## src/rtl/work_packet_tx.sv

```systemverilog
// UART transmitter for one 64-byte mining work packet: midstate bytes then data2 bytes,
// LSB-first 8N1 frames sent back to back, with busy/done handshake.
module work_packet_tx #(
    parameter int CLKS_PER_BIT = 434
) (
    input  logic         clk,
    input  logic         reset,
    input  logic         start,
    input  logic [255:0] midstate,
    input  logic [255:0] data2,
    output logic         TxD,
    output logic         busy,
    output logic         done
);

    localparam int CW = (CLKS_PER_BIT > 2) ? $clog2(CLKS_PER_BIT) : 1;
    localparam logic [CW-1:0] BAUD_RELOAD = CW'(CLKS_PER_BIT - 1);

    typedef enum logic [1:0] {
        IDLE,
        START,
        DATA,
        STOP
    } state_t;

    state_t         state_reg, state_next;
    logic [CW-1:0]  baud_reg, baud_next;
    logic [2:0]     bit_idx_reg, bit_idx_next;
    logic [5:0]     byte_idx_reg, byte_idx_next;
    logic [511:0]   pkt_reg, pkt_next;
    logic           txd_reg, txd_next;
    logic           busy_reg, busy_next;
    logic           done_reg, done_next;
    logic           bit_tick;

    assign bit_tick = (baud_reg == '0);

    always_ff @(posedge clk) begin
        if (reset) begin
            state_reg    <= IDLE;
            baud_reg     <= '0;
            bit_idx_reg  <= '0;
            byte_idx_reg <= '0;
            pkt_reg      <= '0;
            txd_reg      <= 1'b1;
            busy_reg     <= 1'b0;
            done_reg     <= 1'b0;
        end else begin
            state_reg    <= state_next;
            baud_reg     <= baud_next;
            bit_idx_reg  <= bit_idx_next;
            byte_idx_reg <= byte_idx_next;
            pkt_reg      <= pkt_next;
            txd_reg      <= txd_next;
            busy_reg     <= busy_next;
            done_reg     <= done_next;
        end
    end

    // Outputs are computed one cycle ahead so TxD/busy/done come straight from flops.
    always_comb begin
        state_next    = state_reg;
        baud_next     = baud_reg;
        bit_idx_next  = bit_idx_reg;
        byte_idx_next = byte_idx_reg;
        pkt_next      = pkt_reg;
        txd_next      = txd_reg;
        busy_next     = busy_reg;
        done_next     = 1'b0;

        case (state_reg)
            IDLE: begin
                txd_next  = 1'b1;
                busy_next = 1'b0;
                if (start) begin
                    state_next    = START;
                    baud_next     = BAUD_RELOAD;
                    bit_idx_next  = '0;
                    byte_idx_next = '0;
                    pkt_next      = {data2, midstate};
                    txd_next      = 1'b0;
                    busy_next     = 1'b1;
                end
            end
            START: begin
                if (bit_tick) begin
                    state_next   = DATA;
                    baud_next    = BAUD_RELOAD;
                    bit_idx_next = '0;
                    txd_next     = pkt_reg[0];
                end else begin
                    baud_next = baud_reg - CW'(1);
                end
            end
            DATA: begin
                if (bit_tick) begin
                    // After eight shifts the next byte sits in pkt_reg[7:0].
                    baud_next = BAUD_RELOAD;
                    pkt_next  = pkt_reg >> 1;
                    if (bit_idx_reg == 3'd7) begin
                        state_next = STOP;
                        txd_next   = 1'b1;
                    end else begin
                        bit_idx_next = bit_idx_reg + 3'd1;
                        txd_next     = pkt_reg[1];
                    end
                end else begin
                    baud_next = baud_reg - CW'(1);
                end
            end
            STOP: begin
                if (bit_tick) begin
                    if (byte_idx_reg == 6'd63) begin
                        state_next    = IDLE;
                        baud_next     = '0;
                        byte_idx_next = '0;
                        txd_next      = 1'b1;
                        busy_next     = 1'b0;
                        done_next     = 1'b1;
                    end else begin
                        state_next    = START;
                        baud_next     = BAUD_RELOAD;
                        byte_idx_next = byte_idx_reg + 6'd1;
                        txd_next      = 1'b0;
                    end
                end else begin
                    baud_next = baud_reg - CW'(1);
                end
            end
            default: begin
                state_next = IDLE;
                txd_next   = 1'b1;
                busy_next  = 1'b0;
            end
        endcase
    end

    assign TxD  = txd_reg;
    assign busy = busy_reg;
    assign done = done_reg;

endmodule
```

## config.mk

```make
export PLATFORM = sky130hd
export DESIGN_NAME = work_packet_tx
export DESIGN_NICKNAME = d
export VERILOG_FILES = /design/src/rtl/work_packet_tx.sv
export SDC_FILE = /design/constraint.sdc
export NUM_CORES = 1
export LEC_CHECK = 0
export BUFFER_PORTS_ARGS = -buffer_cell sky130_fd_sc_hd__buf_2
export CELL_PAD_IN_SITES_DETAIL_PLACEMENT = 0
export CELL_PAD_IN_SITES_GLOBAL_PLACEMENT = 2
export CORE_ASPECT_RATIO = 1.2
export CORE_MARGIN = 2
export CORE_UTILIZATION = 36
export CTS_CLUSTER_DIAMETER = 40
export DETAILED_ROUTE_END_ITERATION = 8
export PLACE_DENSITY_LB_ADDON = 0.1
export SETUP_SLACK_MARGIN = 0.3
export SLEW_MARGIN = 25
export SYNTH_ARGS = -nofsm -noshare
export SYNTH_HDL_FRONTEND = slang
export SYNTH_SLANG_ARGS = --single-unit
```

## constraint.sdc

```tcl
create_clock -name clk -period 5.9 [get_ports clk]
set_clock_uncertainty 0.1 [all_clocks]
set_input_delay 0 -clock clk [delete_from_list [all_inputs] [get_ports clk]]
set_output_delay 0 -clock clk [all_outputs]
set_load 0.005 [all_outputs]
```

# Yosys cells after proc, flatten, opt, wreduce, memory -nomap -nowiden

Cells that the tools add are included.
W data, S select, Z words.

Eq/ne operators: 12
Bitwise gates (word level): 2
Add/sub/neg operators: 3
Reduce and logical (&&, ||, !) cells: 13
Muxes and demuxes: 35

Operators by type and width:

| cell                  | count |
|---|---|
| $mux W512             | 2 |
| $pmux W512 S2         | 1 |
| $mux W9               | 4 |
| $pmux W9 S3           | 1 |
| $mux W6               | 3 |
| $ne A2 B2 Y1 const B  | 7 |
| $mux W3               | 4 |
| $pmux W6 S2           | 1 |
| $reduce_and A3 Y1     | 4 |
| $mux W1               | 10 |
| $mux W2               | 5 |
| $reduce_and A5 Y1     | 2 |
| $logic_not A9 Y1      | 1 |
| $pmux W3 S3           | 1 |
| $sub A9 B1 Y9 const B | 1 |
| $pmux W2 S4           | 1 |
| $add A6 B1 Y6 const B | 1 |
| $eq A6 B6 Y1 const B  | 1 |
| $eq A2 B2 Y1 const B  | 2 |
| $pmux W1 S4           | 1 |
| $reduce_bool A2 Y1    | 2 |
| $add A3 B1 Y3 const B | 1 |
| $eq A3 B3 Y1 const B  | 1 |
| $reduce_bool A3 Y1    | 1 |
| 6 further kinds       | 7 |

Output and inout bits: 3
Register bits after elaboration: 535

# Logic depth before layout (Yosys ltp)

Gate-level depths: netlist of run 1.

Word-level depth: 4
Gate-level depth with buffers: 9
Mapped depth without buffers: 6

# Worst setup path before layout of run 1

Ideal clock, no wire load.

Path kind: register to register
Start: register baud_reg[0]
End: register pkt_reg[0]
Period minus slack after synthesis: 2.385 ns
Library setup time: 0.134 ns
Cell stages (with the launch flop): 10
Data arrival time: 2.151 ns
Slack: 3.515 ns
Data required time: 5.666 ns
Cell sequence: dfxtp_1 > inv_1 > ha_1 > or4b_1 > clkbuf_1 > o31a_1 > nor2_1 > clkbuf_1 > buf_2 > a211oi_1

Cells in the longest elaborated chain, start to end: 3

RTL lines:

| what                               | line | text |
|---|---|---|
| from (decl)                        | 27   | `logic [CW-1:0] baud_reg, baud_next;` |
| from (signal assigned)             | 50   | `baud_reg <= baud_next;` |
| $logic_not A9 Y1                   | 36   | `assign bit_tick = (baud_reg == '0);` |
| $ne A2 B2 Y1 (no source line)      | --   |  |
| $reduce_and A3 Y1 (no source line) | --   |  |
| to (signal assigned)               | 53   | `pkt_reg <= pkt_next;` |
| to (decl)                          | 30   | `logic [511:0] pkt_reg, pkt_next;` |

No other way between the ends.
A chain may end at the register's enable or synchronous reset.

# Worst setup path in the final report of run 1

Start: register state_reg[0]
End: register pkt_reg[400]

Cells in the longest elaborated chain, start to end: 3
Elaborated cells between the ends (all ways): 7

RTL lines:

| what                                                                       | line | text |
|---|---|---|
| from (decl)                                                                | 26   | `state_t state_reg, state_next;` |
| from (signal assigned)                                                     | 49   | `state_reg <= state_next;` |
| $eq A2 B2 Y1 / $logic_not A2 Y1 (equally long branches)                    | 71   | `case (state_reg)` |
| $ne A2 B2 Y1 (no source line) / $reduce_bool A2 Y1 (equally long branches) | --   |  |
| $reduce_and A3 Y1 (no source line)                                         | --   |  |

Parallel ways exist; a longest one is shown, timed or not.

==> results by stage, run 1 <==
Critical path:
- For flop-to-flop paths, the worst setup slack is 1.73 ns.
- Of all nets on the critical path, the largest fanout is 43.
- STA puts the critical path data required time at 6.31 ns.
- At the worst endpoint, the arrival time is approximately 4.6 ns.
- The startpoint class of the critical path is a flip-flop.
- The worst register-to-register path begins at state_reg[0].
- The number of cells on the worst reg-to-reg path is 9.
- The worst register-to-register path ends at pkt_reg[400].
- The critical path starts at state_reg[0].
- By startpoint and endpoint, the worst setup path is classified as reg -> reg.
- The worst setup path is captured at a flip-flop.

Logic synthesis:
- Yosys attributes the largest share of cell area to sky130_fd_sc_hd__dfxtp_1, sky130_fd_sc_hd__mux2i_1, sky130_fd_sc_hd__a211oi_1.
- Synthesis inferred 535 register bits.
- The fraction of registers with async set/reset is 0%.
- The number of cells produced by synthesis is 2,504.
- The number of nets handed over by synthesis was 3,028.
- Yosys mapped a number of flops with a built-in enable equal to 0.
- The total of warnings raised by yosys is 0.
- The average instance in the mapped netlist occupies 9.76 um^2.
- After synthesis, flip-flops and latches occupy 43.8% of the total area.
- The synthesized design devotes to its leading area cell type 43.8% of total area.
- The predominant post-synthesis flop cell is sky130_fd_sc_hd__dfxtp_1.
- The biggest area contributor in the post-synthesis netlist is sky130_fd_sc_hd__dfxtp_1.
- The number of unique standard cell types used by synthesis is 46.
- The combined area of all synthesized cells is roughly 0.024 mm^2.

Place:
- The count of buffers added on input and output ports is 517.
- The last weighted congestion value of the routability-driven placer is 0.798.
- The HPWL after detailed placement is 47,100 um.

Timing:
- At the pin with the least slew margin, the transition time is approximately 1.2 ns.
- The final total negative setup slack is 0 ns.
- The number of max-slew violations in the final report is 0.
- The final critical-path share of the clock period is 70.7%.
- The minimum hold slack is 0.153 ns.
- The worst path in the final design needs a cycle of approximately 4.2 ns, including I/O delays and setup.
- The relative max-transition margin is a little over a fifth.
- The count of endpoints failing setup in the final report is 0.
- The hold violation count in the final report was 0.
- Based on the critical path, the design can be clocked at up to 240 MHz.
- Setup repair after global routing left no endpoint under its margin.

Clocking:
- Counting the buffers created by CTS gives 101.
- Clock tree synthesis found a total of 535 sinks.
- The number of gates given a new drive strength after cts is 0.
- The post-cts hold buffer count is between 600 and 700.
- For the worst-skew pair, the clock arrives at the later sink with an insertion delay of around 0.63 ns.
- The H-tree was split into 3 levels.
- Clock-pin slew was measured on the worst setup and hold paths at 0.06 ns.
- No sink is reached through more buffers than the 3 on the longest clock path.
- The clock tree root driver cell is sky130_fd_sc_hd__clkbuf_16.
- Buffers added to address setup during post-CTS repair amount to 0.
- TritonCTS built the clock tree.

Detailed routing:
- The detailed router finished its first iteration with between 1,500 and 2,000 violations.
- The DRC violation count after routing is 0.
- Dividing the detail-routed wire length by the instance count gives approximately 18 um.
- The post-route antenna net violation count is 0.
- Using the TritonRoute via totals, the vias-per-cell ratio works out to ~5.3.
- The detailed-route wire length is 81,800 um.
- The number of iterations in the first detailed-routing pass is 5.
- The count of vias placed by the detailed router is 23,800.

Pwr:
- The leakage power is roughly 14 nW.
- Summing internal, switching and leakage power gives 21.9 mW.
- The worst supply voltage drop on vdd is between 600 and 700 uV.
- In this run the power density over the cells is 587 mW/mm^2.

Die:
- The floorplan step defined a core boundary enclosing 0.0671 mm^2.
- In this run the horizontal extent of the chip is roughly 240 um.
- The initial utilization of the core area, before any placement, comes to 36.4%.
- The die is 289 um tall.
- Pin placement for this block handled ~520 I/O pins.
- The number of placement rows is 104.
- The overall die area is approximately 0.070 mm^2.

Run status:
- The flow ran to the end, and the final reports show no timing, DRC or antenna violations.

Worst hold path:
- The worst min-delay path endpoint is pkt_reg[186].
- Along the worst hold path, the cell count comes to 4.
- The startpoint identified for the worst hold timing path is midstate[186].
- The path type of the worst min-delay path is in -> reg.

Finish:
- The post-synthesis to final-layout area growth is 52.4%.
- Of the cells placed in the final design, the portion with a size suffix greater than 1 is 20.7%.
- For this run, the post-layout net count is ~4,000.
- The register with the most flip-flops in the layout has a little over 500 of them.

GRT:
- The via count of the first global-routing pass is ~24,000.
- The total global routing track utilization is between 20 and 25%.
- The maximum number of pins on one net before global-route repair is 209.
- The number of antenna violations at the first check in global routing is 27.
- The overall overflow remaining after global route is 0.
- The first global-routing pass estimated 130,000 um of wire.

Run:
- Across the run, the number of max-cap violations was 0.
## per-stage QoR
step	worst slack [ns]	instance area, um^2	instances	utilization (%)
2_1_floorplan	3.51	24400	2504	-
3_3_place_gp	2.37	27300	3661	40.7
3_5_place_dp	2.25	27300	3661	40.7
4_1_cts	1.71	37200	4473	55.4
5_1_grt	1.43	37200	4489	55.4
6_report	1.73	37200	4490	55.5
## layout by cell type (no fill, tap or decap), types with 7 or more instances in the layout
| master | count |
|---|---|
| sky130_fd_sc_hd__dfxtp_1 | 535 |
| sky130_fd_sc_hd__o21ai_0 | 15 |
| sky130_fd_sc_hd__bufinv_16 | 17 |
| sky130_fd_sc_hd__a211oi_1 | 516 |
| sky130_fd_sc_hd__nor2_1 | 11 |
| sky130_fd_sc_hd__buf_12 | 13 |
| sky130_fd_sc_hd__clkinv_4 | 10 |
| sky130_fd_sc_hd__ha_1 | 8 |
| sky130_fd_sc_hd__inv_1 | 8 |
| sky130_fd_sc_hd__diode_2 | 17 |
| sky130_fd_sc_hd__buf_2 | 516 |
| sky130_fd_sc_hd__clkinvlp_4 | 18 |
| sky130_fd_sc_hd__clkbuf_16 | 103 |
| sky130_fd_sc_hd__inv_6 | 8 |
| sky130_fd_sc_hd__nand2_1 | 8 |
| sky130_fd_sc_hd__a21oi_1 | 528 |
| sky130_fd_sc_hd__mux2i_1 | 511 |
| sky130_fd_sc_hd__dlygate4sd3_1 | 625 |
| sky130_fd_sc_hd__clkbuf_8 | 7 |
| sky130_fd_sc_hd__clkinv_2 | 15 |
| sky130_fd_sc_hd__buf_4 | 18 |
## final cells by class
type / instances / area [um^2]
Fill cell: 6050 / 29900
Multi-Input combinational cell: 1668 / 12400
Sequential cell: 535 / 10700
Timing Repair Buffer: 1174 / 9260
Clock buffer: 116 / 2700
Tap cell: 901 / 1130
Clock inverter: 71 / 930
Antenna cell: 17 / 42.5
Inverter: 8 / 30.0
## kinds of logic after synthesis
kind of cell | share of synthesized area, %
AOI/OAI and AO/OA | 27.9
DFF | 43.8
muxes | 20.9
buffers and inverters | 5.40
and+or+nand+nor | 1.45
adders and majority gates | 0.461
## synthesized netlist by cell type, types with 4 or more instances
cell type / instances
sky130_fd_sc_hd__a211oi_1: 516
sky130_fd_sc_hd__a21oi_1: 528
sky130_fd_sc_hd__a31oi_1: 4
sky130_fd_sc_hd__buf_2: 80
sky130_fd_sc_hd__buf_4: 24
sky130_fd_sc_hd__clkbuf_1: 187
sky130_fd_sc_hd__dfxtp_1: 535
sky130_fd_sc_hd__ha_1: 9
sky130_fd_sc_hd__inv_1: 8
sky130_fd_sc_hd__mux2i_1: 511
sky130_fd_sc_hd__nand2_1: 8
sky130_fd_sc_hd__nand2b_1: 6
sky130_fd_sc_hd__nand3_1: 6
sky130_fd_sc_hd__nor2_1: 12
sky130_fd_sc_hd__nor3_1: 6
sky130_fd_sc_hd__o21ai_0: 15
sky130_fd_sc_hd__or4_1: 5
## worst max-delay path, stage by stage, from the launching register on
cell and delay, ns:
sky130_fd_sc_hd__dfxtp_1 0.34, sky130_fd_sc_hd__inv_1 0.14, sky130_fd_sc_hd__ha_4 0.62, sky130_fd_sc_hd__inv_1 0.27
sky130_fd_sc_hd__o31a_1 0.40, sky130_fd_sc_hd__nor2_4 0.48, sky130_fd_sc_hd__buf_4 0.43, sky130_fd_sc_hd__buf_4 0.48
sky130_fd_sc_hd__a211oi_1 0.14, sky130_fd_sc_hd__dlygate4sd3_1 0.61
## how the worst max path moves through the flow
stage                               to  slack (ns)
after detailed placement  pkt_reg[443]        2.25
final                     pkt_reg[400]        1.73
after global routing      pkt_reg[436]        1.43
after floorplan             pkt_reg[0]        3.51
after global placement     pkt_reg[49]        2.37
after CTS                 pkt_reg[443]        1.71
## metal layers
metal	share of wire (%)	global-route usage [%]	routed length (um)	vias up
met2	47	36.2	38600	634
li1	-	-	-	11600
met4	2.4	7.75	2000	24
met5	0.18	0	145	-
met1	45	29.0	36600	11400
met3	5.4	4.97	4400	166
## report_power, final
group	switching, mW	internal, mW	total [mW]	leakage (nW)
clock	2.09	4.05	6.14	1.73
combinational	5.17	4.01	9.19	7.81
sequential	1.02	5.53	6.55	4.44
total	8.28	13.6	21.9	14.0
Note: power is estimated with default switching activity, not from simulation.
==> run 2, diff against run 1 <==
CORE_UTILIZATION = 34   (was 36)
clock period = 4.15 ns   (was 5.9 ns; I/O delays follow)
==> run 2 against run 1 <==
  * The run now ends with design-rule violations left
  * Hold slack got worse by 0.0048 ns
  * Utilization fell by 2.7 points
  * Global-route usage is 0.46 points lower
  * First-iteration DRC count down 13%
  * Sequential share of layout area down 0.20 points
  * Total power increased by 44%
  * Die area rose by 5.8%
  * Critical path type unchanged
  * Critical endpoint is now pkt_reg[380]
  * Highest routed layer unchanged
==> results by stage, run 2 (same netlist as run 1, synthesis figures left out) <==
Critical path:
- The number of cells on the worst reg-to-reg path came to 8 (-1).
- The family of cells with the greatest summed delay on the critical path is buffers and inverters.
- Traced cell by cell, the critical path runs through inv_1 -> ha_1 -> or4b_1 -> o31a_1 -> nor2_4 -> buf_12 -> a211oi_1 -> dlygate4sd3_1.
- The arrival time at the worst endpoint came to 3.91 ns (-0.67 ns).
- The worst register-to-register path begins at baud_reg[0].
- STA classifies the critical path endpoint as a flip-flop.
- The first element of the critical path is baud_reg[0].
- The required arrival time at the worst endpoint is 4.58 ns (-1.73 ns).
- In this run the critical register-to-register path is captured at pkt_reg[380].
- The capture point of the worst path is pkt_reg[380].
- The largest individual stage delay along the critical path comes from the cell sky130_fd_sc_hd__dlygate4sd3_1.
- The largest fanout on the critical path is 162 (+280%).
- The worst-case register-to-register setup slack is 0.67 ns (-1.06 ns).
- The category of the most critical setup path is reg -> reg.
- The startpoint class of the critical path is a flip-flop.
- The worst stage delay on the critical path is 0.61 ns (about the same).
- The count of cell instances traversed by the critical path was 8 (-1).
- The buffering stage count on the worst path with inverters included is 3 (-2).

Place:
- The HPWL after detailed placement is 49,600 um (+5.2%).
- The last weighted congestion value of the routability-driven placer is 0.791 (-0.79%).
- The number of I/O port buffers is 517 (unchanged).
- The post-placement cell area is 0.0275 mm^2 (+0.74%).
- The placed cell count is 3,697 (+0.98%).

Timing:
- The count of endpoints failing setup in the final report is 0 (unchanged).
- The achievable clock frequency was 288 MHz (+20%).
- Setup repair after global routing left no endpoint under its margin.
- The actual transition at the worst max-transition pin was 1.09 ns (-0.0778 ns).
- The minimum hold slack was 0.148 ns (-0.00484 ns).
- The hold violation count in the final report is 0 (unchanged).
- The relative max-transition margin was 27.1% (+5.2 points).
- The number of max-slew violations in the final report is 0 (unchanged).
- The minimum clock period after layout is 3.48 ns (-0.692 ns).
- The final critical-path share of the clock period was 83.8% (+13 points).
- The final total negative setup slack came to 0 ns (unchanged).

Detailed routing:
- The detailed-route wire length was 83,300 um (+1.9%).
- The post-route antenna net violation count is 0 (unchanged).
- The DRC violation count after routing is 24 (+24).
- The count of vias placed by the detailed router is 23,900 (+0.57%).
- The violation count after the first detailed-route iteration was 1,357 (-13%).
- The number of iterations in the first detailed-routing pass came to 7 (+2).
- The detail-routed via count per cell is 5.27 (-0.52%).
- The routed wire length per instance was 18.4 um (+0.81%).

Clocking:
- The clock tree root driver cell is sky130_fd_sc_hd__clkbuf_16.
- The maximum level of the CTS H-tree is 3 (unchanged).
- TritonCTS built the clock tree.
- The clock edge transition at the registers on the reported setup and hold paths is 0.05 ns (about the same).
- The maximum count of clock buffers along a single path is 3 (unchanged).
- The later-pin clock latency in the skew report is 0.65 ns (+0.02 ns).
- The number of buffers created by CTS is 101 (unchanged).
- The TritonCTS sink count is 535 (unchanged).

GRT:
- The overall overflow remaining after global route is 0 (unchanged).
- The number of antenna violations at the first check in global routing came to 40 (+48%).
- The total global routing track utilization is 21.7% (-0.46 points).
- The via count of the first global-routing pass is 24,600 (+2.0%).
- The wire length of the first global-routing pass is 134,000 um (+2.9%).
- The maximum number of pins on one net before global-route repair is 163 (-22%).

Run status:
- The flow ran to the end, but the final reports show violations.
- The final reports fail on design-rule violations.

Worst hold path:
- The instance count along the most critical hold path came to 4 (unchanged).
- The path class of the tightest hold or removal check is in -> reg.

Pwr:
- The worst supply voltage drop on vdd is 611 uV (-1.0%).
- The power density normalized to cell area came to 837 mW/mm^2 (+43%).
- The leakage power is 14.1 nW (+0.91%).
- The overall power after layout came to 31.4 mW (+44%).

Die:
- The initial standard-cell utilization of the core is 34.4% (-2.0 points).
- The overall die area was 0.0740 mm^2 (+5.8%).
- The overall die width was 249 um (+2.9%).
- The top-level I/O count is 518 (unchanged).
- The number of placement rows is 107 (+2.9%).
- The area of the core region is 0.0711 mm^2 (+5.9%).
- The height of the die is 298 um (+2.9%).

Finish:
- The final standard cell area without fillers is 0.0375 mm^2 (+0.72%).
- The net total in the final layout is 4,022 (+0.25%).
- The share of post-route cells with drive strength above 1 is 20.8% (+0.19 points).
- The post-synthesis to final-layout area growth is 53.5%.
- The flip-flop count of the largest register, all copies and words added is 512 (unchanged).
- Leaving out fill and tap cells, the most frequent cell in the layout is sky130_fd_sc_hd__dlygate4sd3_1.
- The top cell types in the final layout, fill and taps aside, are sky130_fd_sc_hd__dlygate4sd3_1, sky130_fd_sc_hd__dfxtp_1, sky130_fd_sc_hd__a21oi_1, sky130_fd_sc_hd__a211oi_1, sky130_fd_sc_hd__buf_2.
- The final cell count without fillers is 4,539 (+1.1%).

Run:
- The count of maximum capacitance violations was 0 (unchanged).
run 2: changes by cell type in the layout (fill, tap and decap cells not counted), sizes merged:
cell | before | now
diode | 17 | 30
buf | 549 | 560
clkinvlp | 18 | 10
clkbuf | 116 | 121
clkinv | 25 | 27
bufinv | 17 | 18
dlygate4sd3 | 625 | 624
inv | 19 | 20
run 2: cell type report:
type	count	area, um^2
clock buffers	121	2720
repair buffers	1184	9420
fillers	6494	33600
multi-input cells	1668	12400
well taps	926	1160
clock inverters	67	945
flip-flops and latches	535	10700
diodes	30	75.1
inverters	8	30.0
run 2: tightest hold or removal path, stage by stage:
cell and delay [ns]:
sky130_fd_sc_hd__dlygate4sd3_1 0.53, sky130_fd_sc_hd__buf_2 0.12, sky130_fd_sc_hd__mux2i_1 0.11, sky130_fd_sc_hd__a211oi_1 0.08
run 2: worst min-delay path by stage:
stage | startpoint | endpoint | slack, ns
finish | midstate[38] | pkt_reg[38] | 0.15
floorplan | start | busy | 0.07
detailed placement | data2[153] | pkt_reg[409] | 0.25
global placement | midstate[222] | pkt_reg[222] | 0.24
global route | data2[110] | pkt_reg[366] | 0.14
CTS | midstate[32] | pkt_reg[32] | 0.10
run 2: through the flow:
stage,utilization [%],worst slack (ns)
finish,52.7,0.673
global route,52.7,0.469
CTS,52.6,0.746
detailed placement,38.7,1.22
global placement,38.7,1.29
floorplan,-,1.76
run 2: metal layers:
metal  part of all wire [%]  GRT usage, %  vias up  routed length (um)
li1                       -             -    11700                   -
met1                     44          27.9    11400               36300
met2                     48          36.0      654               40300
met3                    5.4          4.45      155                4490
met4                    2.5          7.79       20                2100
met5                   0.14             0        -                 117
run 2: timing repair:
item | CTS | global route
hold buffers | 624 | 0
endpoints found under the hold margin | 528 | 0
gates resized for setup | 0 | 0
setup buffers | 0 | 0
run 2: power breakdown:
part           internal [mW]  switching, mW  leakage, nW
clock network           5.84           3.00         1.78
logic                   5.83           7.43         7.89
registers               7.86           1.44         4.44
total                   19.5           11.9         14.1
